**src/rtl/pause_pkg.sv**
```systemverilog
// Shared definitions for the pause / screen-dim controller.
//   state_e   : top-level pause FSM encoding (RUN, PAUSED, STEP)
//   width_for : number of bits needed to hold values 0..max_val,
//               used to size the dim timer and the dim-level output
package pause_pkg;

    typedef enum logic [1:0] {
        RUN    = 2'd0,
        PAUSED = 2'd1,
        STEP   = 2'd2
    } state_e;

    // Equivalent to $clog2(max_val + 1), never smaller than one bit.
    function automatic int width_for(input longint max_val);
        int     w;
        longint one;
        w   = 1;
        one = 64'sd1;
        for (int i = 1; i < 63; i++) begin
            if ((one << i) <= max_val) begin
                w = i + 1;
            end else begin
                w = w;
            end
        end
        return w;
    endfunction

endpackage

```
**src/rtl/pause_dim_ctl_if.sv**
```systemverilog
// Video stream bundle between the game core and the video pipeline.
//   vblank         : core vertical blank (drives single-frame step)
//   r_in/g_in/b_in : core pixel, into the dimmer
//   r_out/g_out/b_out : dimmed pixel, towards arcade_video
// master = core / pipeline side, slave = pause_dim_ctl.
interface pause_dim_ctl_if #(
    parameter int RW = 3,
    parameter int GW = 3,
    parameter int BW = 2
);
    logic          vblank;
    logic [RW-1:0] r_in;
    logic [GW-1:0] g_in;
    logic [BW-1:0] b_in;
    logic [RW-1:0] r_out;
    logic [GW-1:0] g_out;
    logic [BW-1:0] b_out;

    modport master (
        output vblank, r_in, g_in, b_in,
        input  r_out, g_out, b_out
    );

    modport slave (
        input  vblank, r_in, g_in, b_in,
        output r_out, g_out, b_out
    );
endinterface

```
**src/rtl/rgb_dimmer.sv**
```systemverilog
// Registered per-channel dimmer. Each colour channel is shifted right by
// `level` on its own with zero fill, so no channel bleeds into another.
//   clk, reset_n        : clock, async active-low reset (outputs clear to 0)
//   level               : right-shift amount, 0 = pass-through
//   r_in/g_in/b_in      : input pixel
//   r_out/g_out/b_out   : shifted pixel, one clock of latency
module rgb_dimmer #(
    parameter int RW = 3,
    parameter int GW = 3,
    parameter int BW = 2,
    parameter int LW = 2
) (
    input  logic          clk,
    input  logic          reset_n,
    input  logic [LW-1:0] level,
    input  logic [RW-1:0] r_in,
    input  logic [GW-1:0] g_in,
    input  logic [BW-1:0] b_in,
    output logic [RW-1:0] r_out,
    output logic [GW-1:0] g_out,
    output logic [BW-1:0] b_out
);

    logic [RW-1:0] r_d, r_q;
    logic [GW-1:0] g_d, g_q;
    logic [BW-1:0] b_d, b_q;

    // Shift each channel independently by the requested level.
    always_comb begin
        r_d = r_in >> level;
        g_d = g_in >> level;
        b_d = b_in >> level;
    end

    // Pixel output register.
    always_ff @(posedge clk or negedge reset_n) begin
        if (!reset_n) begin
            r_q <= '0;
            g_q <= '0;
            b_q <= '0;
        end else begin
            r_q <= r_d;
            g_q <= g_d;
            b_q <= b_d;
        end
    end

    assign r_out = r_q;
    assign g_out = g_q;
    assign b_out = b_q;

endmodule

```
**src/rtl/pause_dim_ctl.sv**
```systemverilog
// Pause and screen-dim controller for arcade cores.
// Merges the user pause toggle, OSD auto-pause, external hold requests and
// a single-frame step into one registered `pause`, and dims the pixel
// stream after a long user/OSD pause.
//   clk, reset_n    : clk_sys, async active-low reset
//   pause_btn       : pause toggle button (rising edge acts)
//   step_btn        : frame-advance button (rising edge acts while paused)
//   osd_status      : OSD open
//   cfg_osd_pause   : auto-pause while the OSD is open
//   cfg_dim_en      : enable dimming
//   hold_req        : external level-sensitive pause holds
//   pause           : pause to the core (registered)
//   user_paused     : user toggle state, PAUSED or STEP
//   dim_level       : current right-shift applied to the pixel
//   vid             : vblank + pixel in / dimmed pixel out
module pause_dim_ctl
    import pause_pkg::*;
#(
    parameter int RW          = 3,
    parameter int GW          = 3,
    parameter int BW          = 2,
    parameter int N_HOLD      = 1,
    parameter int DIM_CYCLES  = 240000000,
    parameter int STEP_CYCLES = 12000000,
    parameter int MAX_SHIFT   = 2,
    localparam int LW = width_for(longint'(MAX_SHIFT))
) (
    input  logic              clk,
    input  logic              reset_n,
    input  logic              pause_btn,
    input  logic              step_btn,
    input  logic              osd_status,
    input  logic              cfg_osd_pause,
    input  logic              cfg_dim_en,
    input  logic [N_HOLD-1:0] hold_req,
    output logic              pause,
    output logic              user_paused,
    output logic [LW-1:0]     dim_level,
    pause_dim_ctl_if.slave    vid
);

    localparam int CW = width_for(longint'((DIM_CYCLES > STEP_CYCLES) ? DIM_CYCLES : STEP_CYCLES));
    localparam logic [CW-1:0] DIM_LAST  = CW'(DIM_CYCLES - 1);
    localparam logic [CW-1:0] STEP_LAST = CW'(STEP_CYCLES - 1);
    localparam logic [LW-1:0] MAX_LVL   = LW'(MAX_SHIFT);

    state_e        state_d, state_q;
    logic          pause_hist_d, pause_hist_q;
    logic          step_hist_d, step_hist_q;
    logic          vblank_hist_d, vblank_hist_q;
    logic          pause_rise_d, pause_rise_q;
    logic          step_rise_d, step_rise_q;
    logic          vblank_rise_d, vblank_rise_q;
    logic          pause_d, pause_q;
    logic          user_paused_d, user_paused_q;
    logic [CW-1:0] cnt_d, cnt_q;
    logic [LW-1:0] dim_d, dim_q;
    logic          osd_p_s;
    logic          dim_cond_s;

    assign osd_p_s    = osd_status & cfg_osd_pause;
    // Holds and STEP never count towards dimming; OSD pause does.
    assign dim_cond_s = ((state_q == PAUSED) | osd_p_s) & cfg_dim_en;

    // Rising-edge detectors: the event is available one clock after the rise.
    always_comb begin
        pause_hist_d  = pause_btn;
        step_hist_d   = step_btn;
        vblank_hist_d = vid.vblank;
        pause_rise_d  = pause_btn & ~pause_hist_q;
        step_rise_d   = step_btn & ~step_hist_q;
        vblank_rise_d = vid.vblank & ~vblank_hist_q;
    end

    // Pause FSM next state; a pause toggle beats step and vblank events.
    always_comb begin
        state_d = state_q;
        case (state_q)
            RUN: begin
                if (pause_rise_q) begin
                    state_d = PAUSED;
                end else begin
                    state_d = RUN;
                end
            end
            PAUSED: begin
                if (pause_rise_q) begin
                    state_d = RUN;
                end else if (step_rise_q) begin
                    state_d = STEP;
                end else begin
                    state_d = PAUSED;
                end
            end
            STEP: begin
                if (pause_rise_q) begin
                    state_d = RUN;
                end else if (vblank_rise_q) begin
                    state_d = PAUSED;
                end else begin
                    state_d = STEP;
                end
            end
            default: begin
                state_d = RUN;
            end
        endcase
    end

    // Merged pause and user-visible toggle state.
    always_comb begin
        pause_d       = (state_q == PAUSED) | osd_p_s | (|hold_req);
        user_paused_d = (state_d != RUN);
    end

    // Dim timer: DIM_CYCLES to the first level, then STEP_CYCLES per level,
    // holding once MAX_SHIFT is reached. Dropping the condition clears both.
    always_comb begin
        cnt_d = cnt_q;
        dim_d = dim_q;
        if (!dim_cond_s) begin
            cnt_d = '0;
            dim_d = '0;
        end else if (dim_q == '0) begin
            if (cnt_q == DIM_LAST) begin
                cnt_d = '0;
                dim_d = LW'(1);
            end else begin
                cnt_d = cnt_q + CW'(1);
            end
        end else if (dim_q < MAX_LVL) begin
            if (cnt_q == STEP_LAST) begin
                cnt_d = '0;
                dim_d = dim_q + LW'(1);
            end else begin
                cnt_d = cnt_q + CW'(1);
            end
        end else begin
            cnt_d = cnt_q;
            dim_d = dim_q;
        end
    end

    // State, edge history, timer and output registers.
    always_ff @(posedge clk or negedge reset_n) begin
        if (!reset_n) begin
            state_q       <= RUN;
            pause_hist_q  <= 1'b0;
            step_hist_q   <= 1'b0;
            vblank_hist_q <= 1'b0;
            pause_rise_q  <= 1'b0;
            step_rise_q   <= 1'b0;
            vblank_rise_q <= 1'b0;
            pause_q       <= 1'b0;
            user_paused_q <= 1'b0;
            cnt_q         <= '0;
            dim_q         <= '0;
        end else begin
            state_q       <= state_d;
            pause_hist_q  <= pause_hist_d;
            step_hist_q   <= step_hist_d;
            vblank_hist_q <= vblank_hist_d;
            pause_rise_q  <= pause_rise_d;
            step_rise_q   <= step_rise_d;
            vblank_rise_q <= vblank_rise_d;
            pause_q       <= pause_d;
            user_paused_q <= user_paused_d;
            cnt_q         <= cnt_d;
            dim_q         <= dim_d;
        end
    end

    assign pause       = pause_q;
    assign user_paused = user_paused_q;
    assign dim_level   = dim_q;

    // The dimmer takes the level being loaded this clock, so an unpause
    // undims the very pixel registered alongside the cleared level.
    rgb_dimmer #(
        .RW (RW),
        .GW (GW),
        .BW (BW),
        .LW (LW)
    ) u_dimmer (
        .clk     (clk),
        .reset_n (reset_n),
        .level   (dim_d),
        .r_in    (vid.r_in),
        .g_in    (vid.g_in),
        .b_in    (vid.b_in),
        .r_out   (vid.r_out),
        .g_out   (vid.g_out),
        .b_out   (vid.b_out)
    );

endmodule

```
**src/flat_wrapper.sv**
```systemverilog
// flat-port wrapper written by rule: the top's interface ports become plain ports
module pause_dim_ctl_flat import pause_pkg::*;
#(
    parameter int RW          = 3,
    parameter int GW          = 3,
    parameter int BW          = 2,
    parameter int N_HOLD      = 1,
    parameter int DIM_CYCLES  = 240000000,
    parameter int STEP_CYCLES = 12000000,
    parameter int MAX_SHIFT   = 2,
    localparam int LW = width_for(longint'(MAX_SHIFT))
)
  (clk, reset_n, pause_btn, step_btn, osd_status, cfg_osd_pause, cfg_dim_en, hold_req, pause, user_paused, dim_level, vid_vblank, vid_r_in, vid_g_in, vid_b_in, vid_r_out, vid_g_out, vid_b_out);
  pause_dim_ctl_if #(.RW(RW), .GW(GW), .BW(BW)) vid_i ();
  input  logic clk;
  input  logic reset_n;
  input  logic pause_btn;
  input  logic step_btn;
  input  logic osd_status;
  input  logic cfg_osd_pause;
  input  logic cfg_dim_en;
  input  logic [N_HOLD-1:0] hold_req;
  output logic pause;
  output logic user_paused;
  output logic [LW-1:0] dim_level;
  input wire logic [$bits(vid_i.vblank)-1:0] vid_vblank;
  input wire logic [$bits(vid_i.r_in)-1:0] vid_r_in;
  input wire logic [$bits(vid_i.g_in)-1:0] vid_g_in;
  input wire logic [$bits(vid_i.b_in)-1:0] vid_b_in;
  output wire logic [$bits(vid_i.r_out)-1:0] vid_r_out;
  output wire logic [$bits(vid_i.g_out)-1:0] vid_g_out;
  output wire logic [$bits(vid_i.b_out)-1:0] vid_b_out;
  assign vid_i.vblank = vid_vblank;
  assign vid_i.r_in = vid_r_in;
  assign vid_i.g_in = vid_g_in;
  assign vid_i.b_in = vid_b_in;
  assign vid_r_out = vid_i.r_out;
  assign vid_g_out = vid_i.g_out;
  assign vid_b_out = vid_i.b_out;
  pause_dim_ctl #(.RW(RW), .GW(GW), .BW(BW), .N_HOLD(N_HOLD), .DIM_CYCLES(DIM_CYCLES), .STEP_CYCLES(STEP_CYCLES), .MAX_SHIFT(MAX_SHIFT)) u_core (.clk(clk), .reset_n(reset_n), .pause_btn(pause_btn), .step_btn(step_btn), .osd_status(osd_status), .cfg_osd_pause(cfg_osd_pause), .cfg_dim_en(cfg_dim_en), .hold_req(hold_req), .pause(pause), .user_paused(user_paused), .dim_level(dim_level), .vid(vid_i));
endmodule
```
**config.mk**
```make
export PLATFORM = sky130hd
export DESIGN_NAME = pause_dim_ctl_flat
export DESIGN_NICKNAME = d
export VERILOG_FILES = /design/src/rtl/pause_pkg.sv /design/src/rtl/pause_dim_ctl_if.sv /design/src/rtl/rgb_dimmer.sv /design/src/rtl/pause_dim_ctl.sv /design/src/flat_wrapper.sv
export SDC_FILE = /design/constraint.sdc
export NUM_CORES = 1
export LEC_CHECK = 0
export CORE_MARGIN = 2
export CORE_UTILIZATION = 48
export CTS_CLUSTER_DIAMETER = 100
export DETAILED_ROUTE_END_ITERATION = 8
export PLACE_DENSITY = 0.76
export SLEW_MARGIN = 20
export SYNTH_ARGS = -nofsm -noshare
export SYNTH_HDL_FRONTEND = slang
export SYNTH_SLANG_ARGS = --single-unit
```
**constraint.sdc**
```tcl
create_clock -name clk -period 3.6 [get_ports clk]
set_input_delay 1.08 -clock clk [delete_from_list [all_inputs] [get_ports clk]]
set_output_delay 1.08 -clock clk [all_outputs]
set_load 0.005 [all_outputs]
```
# After elaboration in Yosys (flattened, before gate mapping)

Index checks and enable logic that the tools add are counted.

Add/subtract/negate cells: 2
Shifts and indexed selects: 3
Magnitude comparators: 1
Reduce and logical (&&, ||, !) cells: 3
Bitwise operators: 10
Muxes and demuxes: 16
Equality and inequality tests: 5

Operators with widths:

| operator                                                          | count |
|---|---|
| 28-bit 2-to-1 mux                                                 | 5 |
| 28-bit by 1-bit adder with 28-bit output, second input constant   | 1 |
| 28-bit by 24-bit == test with 1-bit output, second input constant | 1 |
| 28-bit == test, second input constant                             | 1 |
| 2-bit 2-to-1 mux                                                  | 9 |
| 2-bit one-hot mux with 3 select lines                             | 1 |
| 3-bit by 2-bit >> shifter with 3-bit output                       | 2 |
| 1-bit bitwise AND                                                 | 5 |
| 2-bit logical NOT                                                 | 2 |
| 3-bit inequality test, second input constant                      | 1 |
| 1-bit NOT                                                         | 3 |
| 2-bit by 1-bit adder with 2-bit output, second input constant     | 1 |
| 2-bit by 1-bit == test with 1-bit output, second input constant   | 1 |
| 2-bit == test, second input constant                              | 1 |
| 2-bit less-than comparator, second input constant                 | 1 |
| 1-bit OR                                                          | 2 |
| 2-bit nonzero test                                                | 1 |
| 2-bit by 2-bit >> shifter with 2-bit output                       | 1 |
| 1-bit 2-to-1 mux                                                  | 1 |

Register bits: 48
Logic and storage cells: 54

# Depth between registers and ports, before layout

Gate-level depths: netlist of the first run.

Depth in word-level cells: 6
Mapped depth: 9

# Modules after synthesis

From an unflattened synthesis of the first run, not the netlist that was laid out.

Cells, all modules: 240
Area total of the unflattened synthesis: 2399.8 µm²

Modules (own cells, without submodules):

| module        | instances | area each (µm²) | cells an instance | sequential area each (µm²) |
|---|---|---|---|---|
| pause_dim_ctl | 1         | 2070.7          | 215               | 1001.0 |
| rgb_dimmer    | 1         | 329.1           | 25                | 200.2 |

# Least setup slack after synthesis of the first run

OpenSTA, ideal clock, no wires.

Path kind: reg-to-reg
Start: reg u_core.dim_q[0] (netlist: u_core.dim_level[0])
End: reg u_core.u_dimmer.b_q[0] (netlist: u_core.u_dimmer.b_out[0])
Cell stages (with the launch flop): 9
Arrival: 2.607 ns
Setup time: 0.141 ns
Required time: 3.459 ns
Slack: 0.852 ns
Buffers on the path: 0
Period minus slack after synthesis: 2.748 ns
Cells stage by stage: dfrtp_1 -> inv_1 -> ha_1 -> or4_1 -> or4_4 -> or4_4 -> o2111ai_4 -> mux2i_1 -> nor2_1

Cells in the longest elaborated chain, start to end: 6
Elaborated cells on any way between the ends: 9
Classes of those cells: add/sub: 1; order compare: 1; shift: 1; mux: 5; reduce/logical: 1

Ends and longest elaborated chain:

| what                                          | RTL line             | source |
|---|---|---|
| from (decl)                                   | pause_dim_ctl.sv:57  | `logic [LW-1:0] dim_d, dim_q;` |
| from (signal assigned)                        | pause_dim_ctl.sv:169 | `dim_q <= dim_d;` |
| 2-bit by 1-bit adder with 2-bit output        | pause_dim_ctl.sv:134 | `dim_d = dim_q + LW'(1);` |
| 2-bit 2-to-1 mux                              | pause_dim_ctl.sv:132 | `if (cnt_q == STEP_LAST) begin` |
| 2-bit 2-to-1 mux                              | pause_dim_ctl.sv:131 | `end else if (dim_q < MAX_LVL) begin` |
| 2-bit 2-to-1 mux *                            | pause_dim_ctl.sv:124 | `end else if (dim_q == '0) begin` |
| 2-bit 2-to-1 mux *                            | pause_dim_ctl.sv:121 | `if (!dim_cond_s) begin` |
| 2-bit by 2-bit >> shifter with 2-bit output * | rgb_dimmer.sv:32     | `b_d = b_in >> level;` |
| via u_core.u_dimmer.b_d[0]                    | rgb_dimmer.sv:26     | `logic [BW-1:0] b_d, b_q;` |
| to (signal assigned)                          | rgb_dimmer.sv:40     | `b_q <= '0;` |
| to (signal assigned)                          | rgb_dimmer.sv:44     | `b_q <= b_d;` |
| to (decl)                                     | rgb_dimmer.sv:26     |  |

Mark *: on every way through the listed nets, which the timed path passes. The rest lies on a longest branch.
A chain may end at the register's enable or synchronous reset.

# Final worst setup path of the first run

Start: reg u_core.dim_q[0] (netlist: u_core.dim_level[0])
End: reg u_core.u_dimmer.g_q[2] (netlist: u_core.u_dimmer.g_out[2])

Cells in the longest elaborated chain, start to end: 6
Elaborated cells on any way between the ends: 9
Classes of those cells: add/sub: 1; order compare: 1; shift: 1; mux: 5; reduce/logical: 1

Ends and longest elaborated chain:

| what                                          | RTL line             | source |
|---|---|---|
| 2-bit by 1-bit adder with 2-bit output        | pause_dim_ctl.sv:134 |  |
| 2-bit 2-to-1 mux                              | pause_dim_ctl.sv:132 |  |
| 2-bit 2-to-1 mux                              | pause_dim_ctl.sv:131 |  |
| 2-bit 2-to-1 mux *                            | pause_dim_ctl.sv:124 |  |
| 2-bit 2-to-1 mux *                            | pause_dim_ctl.sv:121 |  |
| 3-bit by 2-bit >> shifter with 3-bit output * | rgb_dimmer.sv:31     | `g_d = g_in >> level;` |
| via u_core.u_dimmer.g_d[2]                    | rgb_dimmer.sv:25     | `logic [GW-1:0] g_d, g_q;` |
| to (signal assigned)                          | rgb_dimmer.sv:43     | `g_q <= g_d;` |
| to (decl)                                     | rgb_dimmer.sv:25     |  |

Marks and branches as above.

==> results of run 1 <==
## sequential cells by signal (all words and copies together), names as in the netlist
name	flops
u_core.cnt_q	28
u_core.u_dimmer.g_out	3
u_core.vblank_hist_q	1
u_core.step_rise_q	1
u_core.u_dimmer.b_out	2
u_core.pause_hist_q	1
u_core.state_q	2
u_core.user_paused	1
u_core.pause	1
u_core.step_hist_q	1
u_core.dim_level	2
u_core.pause_rise_q	1
u_core.vblank_rise_q	1
u_core.u_dimmer.r_out	3
## area by class of cell
cell class                 count  area, µm²
sequential                    48       1201
fill                         408       1891
tap                           67      83.83
timing repair buffer          30      292.8
inverter                       8      30.03
clock buffer                   5      68.82
multi-input combinational    175       1114
clock inverter                 3      42.54
## cell families after synthesis
logic type	Yosys count
mux	5
fa+ha+maj	2
xor+xnor	17
simple gates	119
buf+inv	11
flops	48
compound gates	32
## worst max-delay path, cell delays in order (launching register included)
cell and delay, ns:
dfrtp_1 0.44, inv_1 0.08, ha_1 0.25, or4_1 0.41
or4_4 0.59, or4_4 0.58, o2111ai_4 0.15, nor2b_2 0.23
and2_1 0.14
## path summary, 6_finish.rpt
path / startpoint / end / slack (ns) / depth (start not counted)
max: u_core.dim_level[0] / u_core.u_dimmer.g_out[2] / 0.66 / 8
min: u_core.step_hist_q / u_core.step_rise_q / 0.40 / 1
max reg2reg: u_core.dim_level[0] / u_core.u_dimmer.g_out[2] / 0.66 / 8
min reg2reg: u_core.step_hist_q / u_core.step_rise_q / 0.40 / 1
max in group asynchronous: reset_n / u_core.cnt_q[26] / 2.43 / 1
min in group asynchronous: reset_n / u_core.cnt_q[3] / 0.76 / 1
## metal layers
layer | vias up | share of wire
li1 | 901 | -
met1 | 840 | 0.45
met2 | 48 | 0.46
met3 | 5 | 0.073
met4 | 0 | 0.015
met5 | - | 0
## metrics by stage
step	cells	hold slack, ns
detailed placement	328	0.3923
global route	336	0.4173
floorplan	234	0.3777
finish	336	0.3985
CTS	336	0.4051
global placement	328	0.3813
## cell usage after synthesis, types with 2 or more instances
master,count
or2_2,2
and4_1,4
and3_1,3
nor2b_1,3
a21oi_1,4
nor3_1,7
nor4b_1,2
o2bb2ai_1,3
xnor2_1,12
nand2b_1,2
nor3b_1,3
nand3_1,12
inv_1,8
or4_4,2
and2_1,3
o31ai_1,3
ha_1,2
and3_2,2
o21ai_0,12
nand2_1,22
dfrtp_1,48
xor2_1,5
mux2i_1,5
nand4_1,8
nor2_1,33
## power by group
group / switching, mW / leakage (nW) / internal (mW) / total [mW]
clock: 0.180 / 0.0541 / 0.206 / 0.386
combinational: 0.0565 / 0.458 / 0.0519 / 0.108
sequential: 0.00993 / 0.634 / 0.558 / 0.568
==> results.ini, run 1 <==
[logic_synthesis]
synth_area_per_cell_um2=10.11
synth_warnings=0
synth_compound_area_frac=0.1047
synth_enable_flop_cells=0
synthSimpleGateAreaFrac=0.2713
synth_cell_type_count=49
yosysTopAreaCellShare=0.5077
synth_seq_area_share=0.5077
synth-xor-area-share=0.06293
synth_area_mm2=0.002366
syn-num-nets=253
synth_fa_ha_area_frac=0.01058
dominantRegCellSynth=dfrtp_1
ys_ff_latch=48
synth_mux_area_frac=0.02115
synth_top_cell_by_area=dfrtp_1
syn_inst=234
synth.area.top_cells=dfrtp_1 (51%), nor2_1 (5.2%), xnor2_1 (4.4%), nand2_1 (3.5%), nand3_1 (2.5%)
synth_top_family_by_area=simple AND/OR/NAND/NOR gates
synthArstFlopShare=1.000

[timing]
slew_headroom=0.6111
hold_viol_final=0
finClkSkew_ns=0.007687
tightest_slew_ns=0.5760
finalCritPeriodShare=0.8157
fin_ws_ns=0.6634
fin_setup_tns_ns=0
fmax_ghz=0.3405
setup_viol=0
rsz0062_at_grt=no
post-route-min-period_ns=2.937
maxSlewViolCount=0

[critical_path]
end_kind=flip-flop
path_max_fanout=6
worstPathArrival_ns=3.17
path_class=flip-flop to flip-flop
critPathLaunchType=flip-flop
required_ns=3.84

[global_routing]
use_met3=0.06640
track_usage=0.1969
globalRoute.totalOverflow=0
met1_usage=0.2498
grt_busiest_layer=met2
grt_max_degree=49
use_met2=0.3155
antenna_found_initial=0
grt_pass1_wl_mm=8.204
grt_pass1_vias=1784

[placed_design]
io_buffers=28
dp_worst_setup_slack_ns=0.4089
detailed_place.area_mm2=0.002719
gp_congestion=0.8301
place_hpwl_mm=3.395

[detailed_routing]
wl_per_cell_um=13.88
drt_iter0_markers=126
drc=0
drt_wl_total_mm=4.662
vias=1794
antenna_left=0
drtPass1Iterations=4
via_per_inst=5.339

[clock_network]
cts.sinks=48
clockBufferDepth=2
numCtsBuffers=5
clockRootBuffer=clkbuf_8
cts_hold_buf=0
postCtsSetupRepairBufs=0
clkTransAtPathRegs_ns=0.09
insertion_delay_ns=0.30
cts_tree=yes
ctsHtreeMaxLevel=2
cts_resized=0

[layout]
syn_to_final_growth_pct=19.73
mostFrequentLayoutCells=dfrtp_1 (48), nor2_1 (33), clkdlybuf4s50_1 (27)
final_common_cell=dfrtp_1
n_antenna_cell=0
finish.utilization=0.5997
drive_gt1_frac=0.09294
fin_nets=287
fin_area_mm2=0.002833

[floorplan]
die_y_um=74.21
initial_core_util=0.5009
die-width_um=74.21
dieArea_mm2=0.005507
num_rows=25
ios=29
core_area_mm2=0.004723

[worst_hold_path]
worst_hold_path_type=flip-flop to flip-flop

[status]
status=finished clean

[power]
power_leakage_nw=1.146
p_per_area_mw_per_mm2=374.9
p_total_mw=1.062
peakVddDrop_uv=244.0

[run]
cap_violations=0

No activity file was read; power rests on OpenSTA's default activity.
==> run 2: changes to the inputs <==
- PLACE_DENSITY: 0.76 -> 0.79
- clock period: 3.6 -> 2.5 ns (I/O delays scaled with it)
==> run 2 against run 1 <==
Total power rose by 38%. Largest power group unchanged. Die area unchanged. Clock skew increased by 0.0036 ns. Critical path type unchanged. First-iteration DRC count down 7.9%. Cell count up 6.0%. Sequential power is 44% higher. Register-to-register slack got worse by 0.61 ns.
==> results.ini, run 2 (synthesis results as in run 1) <==
[critical_path]
worstPathArrival_ns=2.71  ; -0.46 ns
path_max_fanout=6  ; unchanged
end_kind=flip-flop
critPathLaunchType=flip-flop
path_class=flip-flop to flip-flop
required_ns=2.76  ; -1.08 ns

[timing]
fin_ws_ns=0.04983  ; -0.6136 ns
rsz0062_at_grt=yes
whs_ns=0.3190  ; -0.07952 ns
fmax_ghz=0.4081  ; +20%
finalCritPeriodShare=0.9801  ; +0.1643
post-route-min-period_ns=2.450  ; -0.4864 ns
setup_viol=0  ; unchanged
slew_headroom=0.5882  ; -0.02297
finClkSkew_ns=0.01132  ; +0.003637 ns
fin_setup_tns_ns=0  ; unchanged
maxSlewViolCount=0  ; unchanged
tightest_slew_ns=0.6092  ; +0.03318 ns
hold_viol_final=0  ; unchanged

[clock_network]
clkTransAtPathRegs_ns=0.09  ; about the same
cts.sinks=48  ; unchanged
cts_tree=yes
numCtsBuffers=5  ; unchanged
clockBufferDepth=2  ; unchanged
insertion_delay_ns=0.31  ; about the same
clockRootBuffer=clkbuf_8
ctsHtreeMaxLevel=2  ; unchanged

[layout]
n_antenna_cell=0  ; unchanged
drive_gt1_frac=0.1765  ; +0.08353
syn_to_final_growth_pct=28.13
n_fill_cell=388  ; -4.9%
fin_nets=307  ; +7.0%
final-instance-count-excl-fill=356  ; +6.0%
mostFrequentLayoutCells=dfrtp_1 (48), nor2_1 (33), clkdlybuf4s50_1 (27)
fin_area_mm2=0.003032  ; +7.0%
finish.utilization=0.6419  ; +0.04212
final_common_cell=dfrtp_1
top_register=u_core.cnt_q
largest_register_ffs=28  ; unchanged

[status]
status=finished clean

[power]
clockPowerShare=0.318  ; -0.045
power_leakage_nw=1.254  ; +9.4%
p_int_mw=1.098  ; +35%
peakVddDrop_uv=395.6  ; +62%
p_per_area_mw_per_mm2=484.9  ; +29%
seq_power_share=0.556  ; +0.021
pwr-share-comb=0.126  ; +0.024
p_total_mw=1.470  ; +38%
swShare=0.2530  ; +0.02064
p_switching_uw=371.9  ; +51%

[detailed_routing]
drt_wl_total_mm=5.058  ; +8.5%
via_per_inst=5.404  ; +1.2%
vias=1924  ; +7.2%
drtPass1Iterations=5  ; +1
wl_per_cell_um=14.21  ; +2.4%
drc=0  ; unchanged
drt_iter0_markers=116  ; -7.9%
antenna_left=0  ; unchanged

[global_routing]
grt_pass1_wl_mm=8.756  ; +6.7%
grt_pass1_vias=1904  ; +6.7%
antenna_found_initial=0  ; unchanged
track_usage=0.2074  ; +0.01051
globalRoute.totalOverflow=0  ; unchanged
grt_max_degree=37  ; -24%

[placed_design]
io_buffers=28  ; unchanged
dp.cells=344  ; +4.9%
gp_congestion=0.8698  ; +4.8%
dp_worst_setup_slack_ns=-0.09426  ; -0.5032 ns
place_hpwl_mm=3.742  ; +10%
detailed_place.area_mm2=0.002872  ; +5.6%

[floorplan]
dieArea_mm2=0.005507  ; unchanged
die-width_um=74.21  ; unchanged
die_y_um=74.21  ; unchanged
num_rows=25  ; unchanged
core_area_mm2=0.004723  ; unchanged
initial_core_util=0.5009  ; unchanged
ios=29  ; unchanged

[run]
cap_violations=0  ; unchanged

[worst_hold_path]
worst_hold_path_type=input port to asynchronous set/reset pin

run 2: cell count changes in the layout (fill, tap and decap cells not counted), sizes merged:
cell      before  now
bufinv         1    0
clkinvlp       1    2
buf            3   23
run 2: timing repair:
action | CTS | global route
setup buffers | 0 | 4
endpoints found under the setup margin | 6 | 26
gates resized for setup | 2 | 6
pin swaps | 2 | 3
hold buffers | 0 | 0
run 2: power by group through the flow:
stage / Sequential, mW / Clock, mW / Combinational, mW
3_5_place_dp: 0.833 / 0 / 0.186
5_1_grt: 0.820 / 0.514 / 0.206
6_report: 0.817 / 0.468 / 0.185
2_1_floorplan: 0.832 / 0 / 0.0715
3_3_place_gp: 0.832 / 0 / 0.181
4_1_cts: 0.817 / 0.478 / 0.186
run 2: worst max-delay path, cell delays in order (launching register included):
cell and delay (ns):
dfrtp_1 0.38, inv_2 0.06, ha_4 0.16, or4_1 0.39, or4_4 0.48, or4_4 0.45
o2111ai_4 0.13, nor2b_4 0.22, and2_4 0.14
run 2: final timing paths:
kind | startpoint | endpoint | slack [ns] | cells past startpoint
max | u_core.dim_level[0] | u_core.u_dimmer.b_out[1] | 0.05 | 8
min | reset_n | u_core.cnt_q[3] | 0.32 | 1
min in group clk | u_core.pause_hist_q | u_core.pause_rise_q | 0.40 | 1
max in group asynchronous | reset_n | u_core.cnt_q[21] | 1.68 | 2
max reg2reg | u_core.dim_level[0] | u_core.u_dimmer.b_out[1] | 0.05 | 8
min reg2reg | u_core.pause_hist_q | u_core.pause_rise_q | 0.40 | 1
run 2: metal layers:
| metal | wire length, µm | vias to the layer above | GRT usage |
|---|---|---|---|
| met5 | 0 | - | 0 |
| met4 | 76 | 0 | 0.06151 |
| met3 | 335 | 9 | 0.07453 |
| met2 | 2413 | 46 | 0.3393 |
| met1 | 2232 | 929 | 0.2605 |
| li1 | - | 940 | - |
run 2: cell type report:
type                            count  area [µm²]  share of cell area
Timing Repair Buffer               50       478.0              0.1577
Sequential cell                    48        1201              0.3962
Clock buffer                        5       68.82             0.02270
Multi-Input combinational cell    175        1146              0.3780
Inverter                            8       30.03            0.009905
Tap cell                           67       83.83             0.02765
Clock inverter                      3       23.77            0.007842
